**config.mk**
```make
export PLATFORM = sky130hd
export DESIGN_NAME = pipe_hazard_ctrl_flat
export DESIGN_NICKNAME = d
export VERILOG_FILES = /design/src/rtl/pipe_hazard_ctrl_if.sv /design/src/rtl/pipe_hazard_ctrl.sv /design/src/flat_wrapper.sv
export SDC_FILE = /design/constraint.sdc
export NUM_CORES = 1
export LEC_CHECK = 0
export CAP_MARGIN = 20
export CORE_ASPECT_RATIO = 0.9
export CORE_MARGIN = 2
export CORE_UTILIZATION = 42
export CTS_BUF_LIST = sky130_fd_sc_hd__clkbuf_16
export CTS_CLUSTER_SIZE = 14
export DETAILED_ROUTE_END_ITERATION = 10
export GPL_TIMING_DRIVEN = 0
export PLACE_DENSITY = 0.79
export SLEW_MARGIN = 20
export SYNTH_ARGS = -nofsm -noshare
export SYNTH_HDL_FRONTEND = slang
export SYNTH_SLANG_ARGS = --single-unit
```
**constraint.sdc**
```tcl
create_clock -name clk -period 1.8 [get_ports clk]
set_input_delay 0.27 -clock clk [delete_from_list [all_inputs] [get_ports clk]]
set_output_delay 0.27 -clock clk [all_outputs]
set_load 0.01 [all_outputs]
```
**src/rtl/pipe_hazard_ctrl_if.sv**
```systemverilog
// Purpose: hazard-controller bundle; ID/EXE/MEM hazard inputs in, pipeline enables and debug status out.
// Latency: wires only; enables respond combinationally to the hazard inputs.
// Backpressure: mem_wait freezes the pipeline; no other flow control.
// Ports: master = pipeline side (drives register numbers/flags, sees enables);
//        slave  = pipe_hazard_ctrl (sees hazard inputs, drives enables, selects, state, counters).
interface pipe_hazard_ctrl_if #(
  parameter int CNT_W = 16
);
  logic [4:0]       id_rs;
  logic [4:0]       id_rt;
  logic             id_use_rs;
  logic             id_use_rt;
  logic [4:0]       ex_destR;
  logic             ewreg;
  logic             em2reg;
  logic [4:0]       m_destR;
  logic             mwreg;
  logic             mm2reg;
  logic             e_branch;
  logic             e_taken;
  logic             mem_wait;

  logic             pc_we;
  logic             pc_sel_br;
  logic             if_id_we;
  logic             if_id_flush;
  logic             id_exe_we;
  logic             id_exe_bubble;
  logic [1:0]       fwda;
  logic [1:0]       fwdb;
  logic [1:0]       ctrl_state;
  logic [CNT_W-1:0] stall_cnt;
  logic [CNT_W-1:0] flush_cnt;
  logic [CNT_W-1:0] hold_cnt;

  modport master (
    output id_rs, id_rt, id_use_rs, id_use_rt, ex_destR, ewreg, em2reg,
           m_destR, mwreg, mm2reg, e_branch, e_taken, mem_wait,
    input  pc_we, pc_sel_br, if_id_we, if_id_flush, id_exe_we, id_exe_bubble,
           fwda, fwdb, ctrl_state, stall_cnt, flush_cnt, hold_cnt
  );

  modport slave (
    input  id_rs, id_rt, id_use_rs, id_use_rt, ex_destR, ewreg, em2reg,
           m_destR, mwreg, mm2reg, e_branch, e_taken, mem_wait,
    output pc_we, pc_sel_br, if_id_we, if_id_flush, id_exe_we, id_exe_bubble,
           fwda, fwdb, ctrl_state, stall_cnt, flush_cnt, hold_cnt
  );
endinterface

```
**src/rtl/pipe_hazard_ctrl.sv**
```systemverilog
// Purpose: 5-stage pipeline hazard control: load-use stall, taken-branch flush, memory hold, ID forwarding selects.
// Latency: enables and forwarding selects are combinational (0 cycles); ctrl_state and counters update on the next edge.
// Backpressure: mem_wait forces HOLD (all enables low) and outranks any pending flush or stall.
// Ports: clk, rst (async active-high); hz = pipe_hazard_ctrl_if.slave carrying all hazard inputs and control outputs.
module pipe_hazard_ctrl #(
  parameter int CNT_W = 16
) (
  input  logic               clk,
  input  logic               rst,
  pipe_hazard_ctrl_if.slave  hz
);

  typedef enum logic [1:0] {
    ST_RUN   = 2'd0,
    ST_STALL = 2'd1,
    ST_FLUSH = 2'd2,
    ST_HOLD  = 2'd3
  } state_e;

  state_e           state_q, state_d;
  logic [CNT_W-1:0] stall_cnt_q, stall_cnt_d;
  logic [CNT_W-1:0] flush_cnt_q, flush_cnt_d;
  logic [CNT_W-1:0] hold_cnt_q, hold_cnt_d;

  logic             load_use;
  logic             br_taken;

  // EXE ALU result beats MEM; a load still in EXE has no data yet, so it never forwards.
  function automatic logic [1:0] fwd_sel(
    input logic [4:0] rn,
    input logic [4:0] ex_d, input logic ew, input logic em,
    input logic [4:0] m_d,  input logic mw, input logic mm
  );
    logic [1:0] sel;
    sel = 2'b00;
    if (ew && !em && ex_d != 5'd0 && ex_d == rn)
      sel = 2'b01;
    else if (mw && !mm && m_d != 5'd0 && m_d == rn)
      sel = 2'b10;
    else if (mw && mm && m_d != 5'd0 && m_d == rn)
      sel = 2'b11;
    return sel;
  endfunction

  always_comb begin
    load_use = hz.ewreg && hz.em2reg && (hz.ex_destR != 5'd0) &&
               ((hz.id_use_rs && hz.ex_destR == hz.id_rs) ||
                (hz.id_use_rt && hz.ex_destR == hz.id_rt));
    br_taken = hz.e_branch && hz.e_taken;

    // Action priority HOLD > FLUSH > STALL > RUN; the chosen action is also the next state.
    if (hz.mem_wait)      state_d = ST_HOLD;
    else if (br_taken)    state_d = ST_FLUSH;
    else if (load_use)    state_d = ST_STALL;
    else                  state_d = ST_RUN;

    hz.pc_we         = 1'b1;
    hz.pc_sel_br     = 1'b0;
    hz.if_id_we      = 1'b1;
    hz.if_id_flush   = 1'b0;
    hz.id_exe_we     = 1'b1;
    hz.id_exe_bubble = 1'b0;

    case (state_d)
      ST_HOLD: begin
        hz.pc_we     = 1'b0;
        hz.if_id_we  = 1'b0;
        hz.id_exe_we = 1'b0;
      end
      ST_FLUSH: begin
        hz.pc_sel_br     = 1'b1;
        hz.if_id_flush   = 1'b1;
        hz.id_exe_bubble = 1'b1;
      end
      ST_STALL: begin
        hz.pc_we         = 1'b0;
        hz.if_id_we      = 1'b0;
        hz.id_exe_bubble = 1'b1;
      end
      default: ;
    endcase

    stall_cnt_d = stall_cnt_q;
    flush_cnt_d = flush_cnt_q;
    hold_cnt_d  = hold_cnt_q;
    if (state_d == ST_STALL && stall_cnt_q != {CNT_W{1'b1}}) stall_cnt_d = stall_cnt_q + 1'b1;
    if (state_d == ST_FLUSH && flush_cnt_q != {CNT_W{1'b1}}) flush_cnt_d = flush_cnt_q + 1'b1;
    if (state_d == ST_HOLD  && hold_cnt_q  != {CNT_W{1'b1}}) hold_cnt_d  = hold_cnt_q + 1'b1;

    hz.fwda = fwd_sel(hz.id_rs, hz.ex_destR, hz.ewreg, hz.em2reg, hz.m_destR, hz.mwreg, hz.mm2reg);
    hz.fwdb = fwd_sel(hz.id_rt, hz.ex_destR, hz.ewreg, hz.em2reg, hz.m_destR, hz.mwreg, hz.mm2reg);

    hz.ctrl_state = state_q;
    hz.stall_cnt  = stall_cnt_q;
    hz.flush_cnt  = flush_cnt_q;
    hz.hold_cnt   = hold_cnt_q;
  end

  always_ff @(posedge clk or posedge rst) begin
    if (rst) begin
      state_q     <= ST_RUN;
      stall_cnt_q <= '0;
      flush_cnt_q <= '0;
      hold_cnt_q  <= '0;
    end else begin
      state_q     <= state_d;
      stall_cnt_q <= stall_cnt_d;
      flush_cnt_q <= flush_cnt_d;
      hold_cnt_q  <= hold_cnt_d;
    end
  end

endmodule

```
**src/flat_wrapper.sv**
```systemverilog
// flat-port wrapper written by rule: the top's interface ports become plain ports
module pipe_hazard_ctrl_flat 
#(
  parameter int CNT_W = 16
)
  (clk, rst, hz_id_rs, hz_id_rt, hz_id_use_rs, hz_id_use_rt, hz_ex_destR, hz_ewreg, hz_em2reg, hz_m_destR, hz_mwreg, hz_mm2reg, hz_e_branch, hz_e_taken, hz_mem_wait, hz_pc_we, hz_pc_sel_br, hz_if_id_we, hz_if_id_flush, hz_id_exe_we, hz_id_exe_bubble, hz_fwda, hz_fwdb, hz_ctrl_state, hz_stall_cnt, hz_flush_cnt, hz_hold_cnt);
  pipe_hazard_ctrl_if #(.CNT_W(CNT_W)) hz_i ();
  input  logic clk;
  input  logic rst;
  input wire logic [$bits(hz_i.id_rs)-1:0] hz_id_rs;
  input wire logic [$bits(hz_i.id_rt)-1:0] hz_id_rt;
  input wire logic [$bits(hz_i.id_use_rs)-1:0] hz_id_use_rs;
  input wire logic [$bits(hz_i.id_use_rt)-1:0] hz_id_use_rt;
  input wire logic [$bits(hz_i.ex_destR)-1:0] hz_ex_destR;
  input wire logic [$bits(hz_i.ewreg)-1:0] hz_ewreg;
  input wire logic [$bits(hz_i.em2reg)-1:0] hz_em2reg;
  input wire logic [$bits(hz_i.m_destR)-1:0] hz_m_destR;
  input wire logic [$bits(hz_i.mwreg)-1:0] hz_mwreg;
  input wire logic [$bits(hz_i.mm2reg)-1:0] hz_mm2reg;
  input wire logic [$bits(hz_i.e_branch)-1:0] hz_e_branch;
  input wire logic [$bits(hz_i.e_taken)-1:0] hz_e_taken;
  input wire logic [$bits(hz_i.mem_wait)-1:0] hz_mem_wait;
  output wire logic [$bits(hz_i.pc_we)-1:0] hz_pc_we;
  output wire logic [$bits(hz_i.pc_sel_br)-1:0] hz_pc_sel_br;
  output wire logic [$bits(hz_i.if_id_we)-1:0] hz_if_id_we;
  output wire logic [$bits(hz_i.if_id_flush)-1:0] hz_if_id_flush;
  output wire logic [$bits(hz_i.id_exe_we)-1:0] hz_id_exe_we;
  output wire logic [$bits(hz_i.id_exe_bubble)-1:0] hz_id_exe_bubble;
  output wire logic [$bits(hz_i.fwda)-1:0] hz_fwda;
  output wire logic [$bits(hz_i.fwdb)-1:0] hz_fwdb;
  output wire logic [$bits(hz_i.ctrl_state)-1:0] hz_ctrl_state;
  output wire logic [$bits(hz_i.stall_cnt)-1:0] hz_stall_cnt;
  output wire logic [$bits(hz_i.flush_cnt)-1:0] hz_flush_cnt;
  output wire logic [$bits(hz_i.hold_cnt)-1:0] hz_hold_cnt;
  assign hz_i.id_rs = hz_id_rs;
  assign hz_i.id_rt = hz_id_rt;
  assign hz_i.id_use_rs = hz_id_use_rs;
  assign hz_i.id_use_rt = hz_id_use_rt;
  assign hz_i.ex_destR = hz_ex_destR;
  assign hz_i.ewreg = hz_ewreg;
  assign hz_i.em2reg = hz_em2reg;
  assign hz_i.m_destR = hz_m_destR;
  assign hz_i.mwreg = hz_mwreg;
  assign hz_i.mm2reg = hz_mm2reg;
  assign hz_i.e_branch = hz_e_branch;
  assign hz_i.e_taken = hz_e_taken;
  assign hz_i.mem_wait = hz_mem_wait;
  assign hz_pc_we = hz_i.pc_we;
  assign hz_pc_sel_br = hz_i.pc_sel_br;
  assign hz_if_id_we = hz_i.if_id_we;
  assign hz_if_id_flush = hz_i.if_id_flush;
  assign hz_id_exe_we = hz_i.id_exe_we;
  assign hz_id_exe_bubble = hz_i.id_exe_bubble;
  assign hz_fwda = hz_i.fwda;
  assign hz_fwdb = hz_i.fwdb;
  assign hz_ctrl_state = hz_i.ctrl_state;
  assign hz_stall_cnt = hz_i.stall_cnt;
  assign hz_flush_cnt = hz_i.flush_cnt;
  assign hz_hold_cnt = hz_i.hold_cnt;
  pipe_hazard_ctrl #(.CNT_W(CNT_W)) u_core (.clk(clk), .rst(rst), .hz(hz_i));
endmodule
```
==> results.toml, run 1 <==
[synthesis]
synthFlopType = "dfrtp_1"
yosysMostFrequentCell = "dfrtp_1"
synth.largest_area_cell = "dfrtp_1"
async_reset_ff_frac = 1.00
syn_inst = 272
synth-seq-area-share = 0.453
yosys_warnings = 0
avgSynthCellArea_um2 = 10.2
ys_ff_latch = 50
synth_fp_nets = 306
synth_cell_types = 43
synthTopCellsByArea = "dfrtp_1 (45%), xnor2_1 (11%), xor2_1 (6.3%), nand4_1 (4.3%), nand3_1 (3.8%)"
synth_common_cells = "dfrtp_1 (50), xnor2_1 (36), nor2_1 (23)"
synth.cell_area_um2 = 2760
synth_top_area_frac = 0.453
synth_edf_count = 0

[timing]
hold_viol_final = 0
slew_violations = 0
rsz0062_at_grt = "true"
clock.fmax_mhz = 536
finalWorstSetupSlack_ps = -67.2
final-setup-viol-count = 3
tightest_slew_ps = 399
slew_headroom = 0.732
tns_ps = -87.3
fin_skew_ps = 5.74
worst_hold_slack_ps = 287
period_share = 1.04
layout_min_cycle_time_ps = 1870

[clock_tree]
clk_pin_slew_ps = 70
cts_made_buffers = 5
clk_latency_ps = 290
cts_buffer_depth = 2
cts-root-buf = "clkbuf_16"
cts.sinks = 50
htree_levels = 2
postCtsHoldBufs = 0
cts_tree = "built"

[layout]
postLayoutCellArea_um2 = 4190
drive_gt1_frac = 0.223
nets = 423
antenna_cells = 0
areaGrowthSynthToFinish_pct = 51.6

[global_routing]
grt_use_total = 0.185
grt_pass1_vias = 2300
grt_max_degree = 34
grt_first_pass_wirelength_um = 10600
antenna_found_initial = 0
overflow = 0

[drt]
drt_pass1_iterations = 4
antenna_left = 0
drc = 0
vias = 2508
finalWirelength_um = 6710
via_per_inst = 5.23
wl_per_cell_um = 14.0
detail_route.iter0.violations = 59

[worst_setup_path]
path_buf_inv = 3
start_kind = "primary input"
regToRegSetupSlack_ps = 60
cp.arrival_ps = 1600
slowest_stage = "or4_4"
crit_path_end_kind = "primary output"
crit_type = "in2out"
cp_max_fo = 3
crit_required_ps = 1530
path_cells = "buf_8, or4_4, o211ai_4, nand2b_4, and2_4, buf_6, buf_6"
critical-path-top-delay-family = "simple AND/OR/NAND/NOR gates"
cpPeakStageDelay_ps = 550
cpMostUsedCell = "buf_6"

[placement]
io_buffers = 90
place.gp.congestion = 0.804
dp_slack_ps = -1090
hpwl_um = 4970
dpl_cell_area_um2 = 3820

[run]
cap_violations = 0

[run_status]
outcome = "finished, violations left"
violations = "setup timing"

[floorplan]
rows = 28
core_um2 = 6480
die-height_um = 80.9
die_w_um = 89.5
die_area_um2 = 7240
start_util = 0.426
io_pins = 91

[hold_path]
min_path_type = "in2async"

[pwr]
power.total_mw = 3.43
ir_drop_mv = 0.435
p_leak_nw = 1.80
powerDensity_nw_per_um2 = 818
-- layout make-up --
cell class	instances	area, um2
plain buffers	4	37.5
clock buffers	5	125
clock inverters	3	48.8
fillers	528	2290
inverters	6	22.5
multi-input cells	212	1570
flip-flops and latches	50	1250
well taps	90	113
repair buffers	110	1010
-- layout by cell type, fill, tap and decap left out, types with 4 or more instances in the layout --
cell             synthesis  routed
clkbuf_2                 0       5
nor3_1                   8       6
nor2_1                  23      22
xor2_1                  20      20
clkbuf_16                0       5
nand3_1                 21      21
and3_1                   7       6
a31oi_1                  4       4
xnor2_1                 36      34
nand4_1                 19      19
dfrtp_1                 50      47
buf_6                    0       5
buf_2                    1       8
a21oi_1                  7       6
clkdlybuf4s50_1          0      58
o21ai_1                  0       4
nand2_1                 22      22
buf_4                    2      18
dlygate4sd2_1            0      12
-- routing by layer --
layer | global-route usage | vias up | part of all wire
li1 | - | 1209 | -
met4 | 0.0552 | 0 | 0.012
met1 | 0.240 | 1211 | 0.44
met3 | 0.0396 | 10 | 0.051
met2 | 0.310 | 78 | 0.50
met5 | 0 | - | 0
-- state kept, by name, summed over array words and instances (netlist names) --
signal and count:
u_core.hz.flush_cnt 16, u_core.hz.hold_cnt 16, u_core.hz.stall_cnt 16, u_core.hz.ctrl_state 2
-- through the flow --
stage,util,std cells
3_5_place_dp,0.589,453
2_1_floorplan,-,272
6_report,0.646,480
3_3_place_gp,0.586,452
4_1_cts,0.634,474
5_1_grt,0.646,480
-- cell families (layout without fill, tap and decap cells) --
| logic type | after synthesis | after routing | synth area share |
|---|---|---|---|
| xor gates and xnor gates | 56 | 56 | 0.178 |
| and+or+nand+nor | 123 | 123 | 0.245 |
| adders and majority gates | 3 | 3 | 0.0136 |
| buffers and inverters | 10 | 128 | 0.0168 |
| AOI/OAI and AO/OA | 25 | 25 | 0.0720 |
| DFF | 50 | 50 | 0.453 |
| muxes | 5 | 5 | 0.0217 |
-- power breakdown --
part	total (mW)	switching (mW)	internal [mW]	leakage (nW)
Combinational	0.925	0.406	0.518	1.06
Clock	1.09	0.421	0.665	0.0819
Sequential	1.42	0.160	1.26	0.661
-- path summary, 6_finish.rpt --
check	from	to	cells past startpoint
max in group asynchronous	rst	u_core.hz.stall_cnt[5]	3
setup reg to reg	u_core.hz.flush_cnt[1]	u_core.hz.flush_cnt[1]	6
setup / recovery	hz_ex_destR[4]	hz_pc_we	7
hold / removal	rst	u_core.hz.flush_cnt[12]	2
min in group clk	hz_ex_destR[4]	u_core.hz.ctrl_state[0]	5
hold reg to reg	u_core.hz.flush_cnt[15]	u_core.hz.flush_cnt[15]	1
-- what timing repair did --
item / 4_1_cts / 5_1_grt
setup endpoints to repair: 33 / 16
gates resized for setup: 92 / 24
cloned: 0 / 0
buffers inserted: 13 / 6
pin swaps: 12 / 11
(Power assumes the default switching activity.)
==> inputs of run 2 (changes only) <==
SETUP_SLACK_MARGIN = 0.02   (was not set)
SKIP_CTS_REPAIR_TIMING = 1   (was not set)
==> results.toml, run 2 (synthesis gave the netlist of run 1 again) <==
[timing]
layout_min_cycle_time_ps = 1860
fin_skew_ps = 8.81
finalWorstSetupSlack_ps = -60.3
slew_headroom = 0.734
tightest_slew_ps = 395
hold_viol_final = 0
clock.fmax_mhz = 538
final-setup-viol-count = 3
rsz0062_at_grt = "true"
tns_ps = -115
slew_violations = 0
period_share = 1.03

[layout]
post-route-util = 0.658
nets = 422
drive_gt1_frac = 0.211
layout_common_cells = "clkdlybuf4s50_1 (59), dfrtp_1 (46), xnor2_1 (34)"
areaGrowthSynthToFinish_pct = 54.4
antenna_cells = 0
fillCellCount = 515
final_common_cell = "clkdlybuf4s50_1"

[floorplan]
io_pins = 91
core_um2 = 6480
die_w_um = 89.5
die_area_um2 = 7240
start_util = 0.426
rows = 28
die-height_um = 80.9

[worst_setup_path]
path_buf_inv = 3
critical-path-top-delay-family = "simple AND/OR/NAND/NOR gates"
cp.arrival_ps = 1590
crit_required_ps = 1530
slowest_stage = "or4_4"
path_cells = "buf_8, or4_4, o211ai_4, nand2b_4, and2_4, buf_6, buf_6"
crit_path_end_kind = "primary output"
start_kind = "primary input"
crit_type = "in2out"
cpPeakStageDelay_ps = 550
cpMostUsedCell = "buf_6"
cp_max_fo = 3

[run_status]
violations = "setup timing"
outcome = "finished, violations left"

[drt]
drc = 0
detail_route.iter0.violations = 68
antenna_left = 0
vias = 2504
finalWirelength_um = 6790
wl_per_cell_um = 14.2
via_per_inst = 5.23
drt_pass1_iterations = 4

[global_routing]
grt_max_degree = 34
overflow = 0
grt_first_pass_wirelength_um = 10200
grt_use_total = 0.179
antenna_found_initial = 0
grt_pass1_vias = 2202

[run]
cap_violations = 0

[hold_path]
min_path_type = "in2async"

[clock_tree]
clk_latency_ps = 290
cts_tree = "built"
clk_pin_slew_ps = 70
cts.sinks = 50
htree_levels = 2
cts_made_buffers = 5
cts-root-buf = "clkbuf_16"
cts_buffer_depth = 2

[placement]
hpwl_um = 4970
place.gp.congestion = 0.804
io_buffers = 90

[pwr]
powerDensity_nw_per_um2 = 812
power.total_mw = 3.47
p_leak_nw = 1.94
ir_drop_mv = 0.436
[run 2: cell count changes in the layout (fill, tap and decap cells not counted), moves of 2 or more]
cell,change
dlygate4sd2_1,-12
buf_2,-5
buf_6,-2
dlymetal6s2s_1,+20
clkdlybuf4s15_1,-3
[run 2: final timing paths]
kind / start / endpoint / slack [ps] / cells past startpoint
min reg2reg: u_core.hz.flush_cnt[15] / u_core.hz.flush_cnt[15] / 500 / 1
min in group clk: hz_mem_wait / u_core.hz.ctrl_state[1] / 380 / 3
min: rst / u_core.hz.flush_cnt[12] / 280 / 2
max reg2reg: u_core.hz.flush_cnt[1] / u_core.hz.flush_cnt[1] / 30 / 5
max: hz_ex_destR[2] / hz_pc_we / -60 / 7
max in group asynchronous: rst / u_core.hz.stall_cnt[5] / 990 / 3
[run 2: per-stage QoR]
stage	hold slack, ps	worst slack (ps)	cell area [um2]	cells
final	284	-60.3	4270	479
after CTS	297	-1090	3990	461
after global routing	321	-103	4270	479
after global placement	488	-1080	3800	452
after detailed placement	488	-1090	3820	453
after floorplan	390	0.900	2780	272
[run 2: metal layers]
| metal | vias to the layer above | GRT usage | routed length (um) |
|---|---|---|---|
| met4 | 0 | 0.0507 | 89 |
| met3 | 10 | 0.0386 | 326 |
| met2 | 79 | 0.295 | 3410 |
| li1 | 1204 | - | - |
| met5 | - | 0 | 0 |
| met1 | 1211 | 0.239 | 2970 |
[run 2: cell type report]
class	instances	area (um2)	share of cell area
multi-input combinational	212	1580	0.371
sequential	50	1260	0.294
timing repair buffer	109	1090	0.255
clock buffer	5	125	0.0293
tap	90	113	0.0264
clock inverter	3	48.8	0.0114
buffer	4	31.3	0.00733
inverter	6	22.5	0.00528
[run 2: report_power, final]
part | switching, mW | internal [mW]
logic | 0.392 | 0.546
clock network | 0.425 | 0.665
registers | 0.177 | 1.26
total | 0.994 | 2.47
